**config.mk**
```make
export PLATFORM = sky130hd
export DESIGN_NAME = fu_complete_arbiter
export DESIGN_NICKNAME = d
export VERILOG_FILES = /design/src/rtl/fu_complete_arbiter.sv
export SDC_FILE = /design/constraint.sdc
export NUM_CORES = 1
export LEC_CHECK = 0
export ABC_AREA = 0
export CORE_ASPECT_RATIO = 1.25
export CORE_MARGIN = 2
export CORE_UTILIZATION = 40
export CTS_CLUSTER_SIZE = 12
export DETAILED_ROUTE_END_ITERATION = 7
export PLACE_DENSITY = 0.58
export REMOVE_ABC_BUFFERS = 1
export SETUP_SLACK_MARGIN = 0.4
export SYNTH_ARGS = -nofsm -noshare
export SYNTH_HDL_FRONTEND = slang
export SYNTH_SLANG_ARGS = --single-unit
```
**constraint.sdc**
```tcl
create_clock -name clock -period 6.5 [get_ports clock]
set_input_delay 0.65 -clock clock [delete_from_list [all_inputs] [get_ports clock]]
set_output_delay 0.65 -clock clock [all_outputs]
set_load 0.02 [all_outputs]
```
**src/rtl/fu_complete_arbiter.sv**
```systemverilog
// fu_complete_arbiter: per-unit completion FIFOs drained onto the CDB by fixed-priority or round-robin grants
module fu_complete_arbiter #(
    parameter int NUM_FU  = 6,
    parameter int DEPTH   = 2,
    parameter int CDB_W   = 1,
    parameter int DATA_W  = 64,
    parameter int RR_MODE = 1
) (
    input  logic                               clock,
    input  logic                               reset,
    input  logic [NUM_FU-1:0]                  fu_valid,
    input  logic [NUM_FU*DATA_W-1:0]           fu_data,
    output logic [NUM_FU-1:0]                  fu_ready,
    input  logic                               cdb_stall,
    input  logic                               flush,
    output logic [CDB_W-1:0]                   cdb_valid,
    output logic [CDB_W*DATA_W-1:0]            cdb_data,
    output logic [CDB_W*$clog2(NUM_FU)-1:0]    cdb_src,
    output logic                               busy
);
    localparam int SW = $clog2(NUM_FU);
    localparam int PW = DEPTH > 1 ? $clog2(DEPTH) : 1;
    localparam int CW = $clog2(DEPTH + 1);

    logic [DATA_W-1:0]                mem [NUM_FU][DEPTH];
    logic [NUM_FU-1:0][CW-1:0]        count;
    logic [NUM_FU-1:0][PW-1:0]        head;
    logic [NUM_FU-1:0][PW-1:0]        tail;
    logic [SW-1:0]                    rr_ptr;
    logic [SW-1:0]                    rr_nxt;
    logic [NUM_FU-1:0]                cand;
    logic [NUM_FU-1:0]                push;
    logic [NUM_FU-1:0]                pop;
    logic [CDB_W-1:0][SW-1:0]         g_src;
    logic [CDB_W-1:0][DATA_W-1:0]     g_data;

    function automatic logic [PW-1:0] inc(input logic [PW-1:0] p);
        return DEPTH == 1 ? '0 : p + 1'b1;
    endfunction

    // Occupancy flags; ready looks only at the registered count so a full FIFO never accepts
    always_comb begin
        for (int i = 0; i < NUM_FU; i++) begin
            cand[i]     = count[i] != '0;
            fu_ready[i] = count[i] != CW'(DEPTH);
        end
        push = fu_valid & fu_ready & {NUM_FU{~flush}};
        busy = |cand;
    end

    // Grant up to CDB_W distinct channels in priority or rotating order; last grant advances rr
    always_comb begin
        logic [SW-1:0] idx;
        idx       = '0;
        cdb_valid = '0;
        g_src     = '0;
        pop       = '0;
        rr_nxt    = rr_ptr;
        for (int k = 0; k < CDB_W; k++) begin
            for (int j = 0; j < NUM_FU; j++) begin
                idx = RR_MODE != 0 ? SW'((int'(rr_ptr) + j) % NUM_FU) : SW'(NUM_FU - 1 - j);
                if (!cdb_stall && !cdb_valid[k] && cand[idx] && !pop[idx]) begin
                    cdb_valid[k] = 1'b1;
                    g_src[k]     = idx;
                    pop[idx]     = 1'b1;
                    rr_nxt       = SW'((int'(idx) + 1) % NUM_FU);
                end
            end
        end
    end

    // Head entries of granted channels drive the bus; idle slots are zero
    always_comb begin
        for (int k = 0; k < CDB_W; k++)
            g_data[k] = cdb_valid[k] ? mem[g_src[k]][head[g_src[k]]] : '0;
    end

    assign cdb_data = g_data;
    assign cdb_src  = g_src;

    // FIFO pointers, counts and round-robin pointer; flush empties everything at the edge
    always_ff @(posedge clock or posedge reset) begin
        if (reset) begin
            count  <= '0;
            head   <= '0;
            tail   <= '0;
            rr_ptr <= '0;
        end else if (flush) begin
            count  <= '0;
            head   <= '0;
            tail   <= '0;
            rr_ptr <= '0;
        end else begin
            rr_ptr <= rr_nxt;
            for (int i = 0; i < NUM_FU; i++) begin
                if (push[i])
                    tail[i] <= inc(tail[i]);
                if (pop[i])
                    head[i] <= inc(head[i]);
                count[i] <= count[i] + CW'(push[i]) - CW'(pop[i]);
            end
        end
    end

    // Payload storage, written at the tail on every accepted push
    always_ff @(posedge clock) begin
        for (int i = 0; i < NUM_FU; i++)
            if (push[i])
                mem[i][tail[i]] <= fu_data[i*DATA_W +: DATA_W];
    end
endmodule

```
**After elaboration in Yosys (flattened, before gate mapping)**

Memory sizes are Yosys's and may differ from the RTL's.
Index checks and enable logic that the tools add are counted.

- Register bits after elaboration: 27
- Memories kept: 2
- RAM bits: 768
- Output and inout bits: 75
- Bits in read-only memories: 8

- Reduce and logical (&&, ||, !) cells: 61
- Multiplexer cells: 105
- Div/mod/pow operators: 12
- Order comparisons: 26
- Bitwise operators: 15
- $add $sub $neg: 35
- Equality and inequality tests: 6

Memories:

| name | words | width | read ports | clocked after memory_dff | write ports | line | text |
|---|---|---|---|---|---|---|---|
| mem | 6 | 128 | 1 | 0 | 6 | 25 | `logic [DATA_W-1:0] mem [NUM_FU][DEPTH];` |
| (name not given) | 8 | 1 | 1 | 0 | 0 | 62 | `if (!cdb_stall && !cdb_valid[k] && cand[idx] && !pop[idx]) begin` |

Operator list:

| cell | number |
|---|---|
| $mux 128 | 6 |
| $mux 64 | 10 |
| $demux 64 s1 | 6 |
| $mod 32x4->32 const B | 11 |
| $mux 6 | 8 |
| $mux 1 | 43 |
| $mux 3 | 13 |
| $bmux 1 s3 | 12 |
| $reduce_bool 2->1 | 18 |
| $mod 4x4->32 const B | 1 |
| $or 6x6->6 | 5 |
| $logic_and 1x1->1 | 29 |
| $add 3x1->4 const B | 7 |
| $lt 3x4->1 const B | 7 |
| $demux 1 s3 | 6 |
| $ge 3x1->1 const B | 6 |
| $ge 2x2->1 const B | 7 |
| $not 1->2 | 7 |
| $add 1x1->1 const B | 12 |
| $add 2x1->2 | 6 |
| $and 6x6->6 | 2 |
| $logic_not 1->1 | 12 |
| $lt 2x1->1 const B | 6 |
| $mux 12 | 1 |
| other kinds (7) | 19 |

**Depth between registers and ports, before layout**

- Depth in word-level cells: 38
- Depth in mapped cells: 22
- Gate-level depth less buffers: 19

**Least setup slack after synthesis**

Ideal clock, no wire load.

- Kind: reg-to-output
- Start point: reg rr_ptr[0]
- End point: out cdb_data[10]
- Arrival: 5279 ps
- Stages on the path, launching flop included: 21
- Slack: 571 ps
- Cells stage by stage: dfrtp_1 > buf_6 > buf_2 > buf_1 > clkinv_1 > ha_1 > xor2_2 > inv_2 > ha_1 > nand2b_1 > o21ai_0 > o32ai_1 > nor3_2 > a211oi_2 > or3_1 > buf_2 > a21o_1 > mux2_4 > o311ai_4 > buf_6 > mux2_1

- Cells in the longest elaborated chain, start to end: 38

Ends and longest elaborated chain:

| what | line | text |
|---|---|---|
| start: declaration | 29 | `logic [SW-1:0] rr_ptr;` |
| start signal: assignment | 94 | `rr_ptr <= rr_nxt;` |
| branches (longest 37 deep; another with $mod 32x4->32) | - |  |
| $mux 64 (*) | 75 | `g_data[k] = cdb_valid[k] ? mem[g_src[k]][head[g_src[k]]] : '0;` |
| end: declaration | 17 | `output logic [CDB_W*DATA_W-1:0] cdb_data,` |

Mark *: on every way between the ends. The select of a mux whose other input is x is not followed.

**Worst setup path in the final report**

- Start point: reg rr_ptr[1]
- End point: out cdb_data[0]

The elaborated chain is that of the path after synthesis.

==> flow_summary.toml <==
[final_layout]
nets = 3205
fin_util = 0.518
drive_above_1_share = 0.135
syn_to_final_growth_pct = 28.6
final_cell_area_um2 = 44400

[timing]
worst_slew_pin_slew_ps = 1120
slew_headroom = 0.253
fin_crit_sh = 0.961
setup_viol = 0
min_period_ps = 6250
hold_ws_ps = 563
timing.fmax_mhz = 160
finClkSkew_ps = 14.9
finalHoldViolations = 0
grt_setup_unrepaired = "yes"
slew_violations = 0

[placed_design]
gp_congestion = 0.864
io_buffers = 468
postPlaceCellArea_um2 = 40700
place_hpwl_mm = 71.0

[floorplan]
placementRows = 120
core_um2 = 85600
die_h_um = 332
dieArea_um2 = 88700
ios = 469
start_util = 0.403
dieWidth_um = 267

[drt]
drt_iter0_drc = 1727
vias = 23000
via_per_inst = 5.81
dr.pass1.iters = 5
postRouteAntennaNets = 0
routed_wl_mm = 115
drc = 0
wl_per_cell_um = 29.0

[hold_path]
min_path_type = "reg -> reg"

[setup_path]
path_max_fanout = 130
crit_type = "reg -> out"
start_kind = "flip-flop"
crit_path_end_kind = "primary output"
arrival_ps = 5600
required_ps = 5850

[global_route]
grt-ovfl-total = 0
antenna_found_initial = 40
grt_first_pass_wirelength_mm = 160
grt_max_degree = 131
grt_usage = 0.250
grt_pass1_vias = 23700

[clock_tree]
clkLatencyLatePin_ps = 640
cts_root_buffer = "clkbuf_16"
cts_hold_buf = 0
clock-sinks = 795
cts_inserted_buffers = 84
clockBufferDepth = 3
htreeDepth = 3
path_clk_slew_ps = 60
cts_tree = "built"

[synthesis]
synth_edf_count = 768
async_flop_share = 0.0340
ys.warnings.count = 0
syn_area_um2 = 34500
synth_ff_type = "edfxtp_1"
synth_seq_cells = 795
synthDistinctLibCells = 74
syn-mean-instance-area_um2 = 15.0
synthCells = 2298
seq_area_frac_synth = 0.688

[flow_run]
cap_violations = 0

[outcome]
status = "complete, no violations"
-- per-stage QoR --
stage,setup TNS (ps),cells,worst slack (ps)
CTS,0,3902,394
finish,0,3968,252
floorplan,-761120,2111,-11340
detailed placement,0,3740,164
global route,0,3965,184
global placement,0,3740,297
-- layer usage --
layer  global-route usage  vias up  share of wire
met1                0.302    11800           0.39
met3               0.0508      216          0.067
met5                    0        -         0.0014
met4                0.112       24          0.037
met2                0.430      828           0.51
li1                     -    10200              -
-- Yosys cell counts (10+ instances only) --
| library cell | number | area [µm²] |
|---|---|---|
| a21oi_1 | 14 | 70.1 |
| nand2b_1 | 10 | 62.6 |
| and3_1 | 133 | 832 |
| o21ai_0 | 11 | 55.1 |
| a21boi_0 | 129 | 968 |
| o31ai_1 | 132 | 991 |
| mux2_1 | 35 | 394 |
| ha_1 | 28 | 350 |
| clkbuf_1 | 152 | 571 |
| edfxtp_1 | 768 | 23100 |
| a221oi_1 | 129 | 1130 |
| mux2_2 | 32 | 360 |
| nand2_1 | 27 | 101 |
| nor3_1 | 20 | 100 |
| mux2i_1 | 129 | 1290 |
| nor2_1 | 50 | 188 |
| buf_1 | 11 | 41.3 |
| a211oi_1 | 134 | 1010 |
| xnor2_1 | 23 | 201 |
| buf_2 | 15 | 75.1 |
| inv_1 | 25 | 93.8 |
| and2_1 | 129 | 807 |
| nand3_1 | 18 | 90.1 |
| dfrtp_1 | 27 | 676 |
-- state kept, by name, indices dropped and copies added (netlist names) --
| name | flops |
|---|---|
| rr_ptr | 3 |
| mem | 768 |
| head | 6 |
| count | 12 |
| tail | 6 |
-- repair_timing --
action,in CTS,in global routing
cloned,4,5
resized for setup,146,99
pin swaps,10,17
buffers inserted,14,32
setup endpoints to repair,65,64
-- cell type report --
| type | count | area (µm²) |
|---|---|---|
| Inverter | 29 | 131 |
| Tap cell | 1098 | 1370 |
| Antenna cell | 29 | 72.6 |
| Fill cell | 7162 | 41200 |
| Clock inverter | 32 | 282 |
| Multi-Input combinational cell | 1287 | 10500 |
| Timing Repair Buffer | 586 | 6050 |
| Sequential cell | 795 | 23700 |
| Clock buffer | 112 | 2240 |
-- path summary, 6_finish.rpt --
check                      startpoint  cells past startpoint           to  slack, ps
min in group asynchronous       reset                      2    rr_ptr[0]        600
hold reg to reg               head[1]                      2      head[1]        560
max in group asynchronous       reset                      2    rr_ptr[1]       5150
setup / recovery            rr_ptr[1]                     18  cdb_data[0]        250
hold / removal                head[1]                      2      head[1]        560
setup reg to reg            rr_ptr[1]                     19     count[9]       1820
-- kinds of logic after synthesis --
family,count (synthesis),synth area share
flops,795,0.688
compound gates,605,0.137
simple gates,425,0.0710
buf+inv,216,0.0258
mux,198,0.0601
xor+xnor,31,0.00830
fa+ha+maj,28,0.0102
-- worst max-delay path, cell delays in order, from the launching register on --
cell           delay (ps)
dfrtp_2               480
clkinvlp_4            250
ha_4                  240
xor2_4                160
inv_2                 100
ha_1                  300
nand2b_1              170
o211ai_1              180
a31oi_1               140
nor3_2                260
a211oi_2               90
buf_4                 160
o21ai_4               280
nand2_4               110
buf_16                210
a221oi_1              690
a211oi_1              120
mux2_2                280
dlygate4sd2_1         320
-- cell usage in the layout, fill, tap and decap left out, types with 16 or more instances in the layout --
cell / count
nand2_1: 25
o31ai_1: 130
clkdlybuf4s50_1: 404
dfrtp_1: 25
clkinv_1: 16
buf_12: 22
and2_1: 127
a211oi_1: 110
and3_1: 133
dlygate4sd2_1: 27
mux2_2: 32
xnor2_1: 20
inv_1: 21
mux2_1: 35
nand3_1: 18
clkbuf_1: 26
nor2_1: 37
nor3_1: 18
diode_2: 29
a211oi_2: 25
a221oi_1: 126
mux2i_1: 128
buf_4: 74
a21boi_0: 129
edfxtp_1: 768
ha_1: 22
clkbuf_16: 90
Power is left out: the tool's default activity adds up to more than one toggle a clock period on the data nets, which glitch-free logic cannot reach.
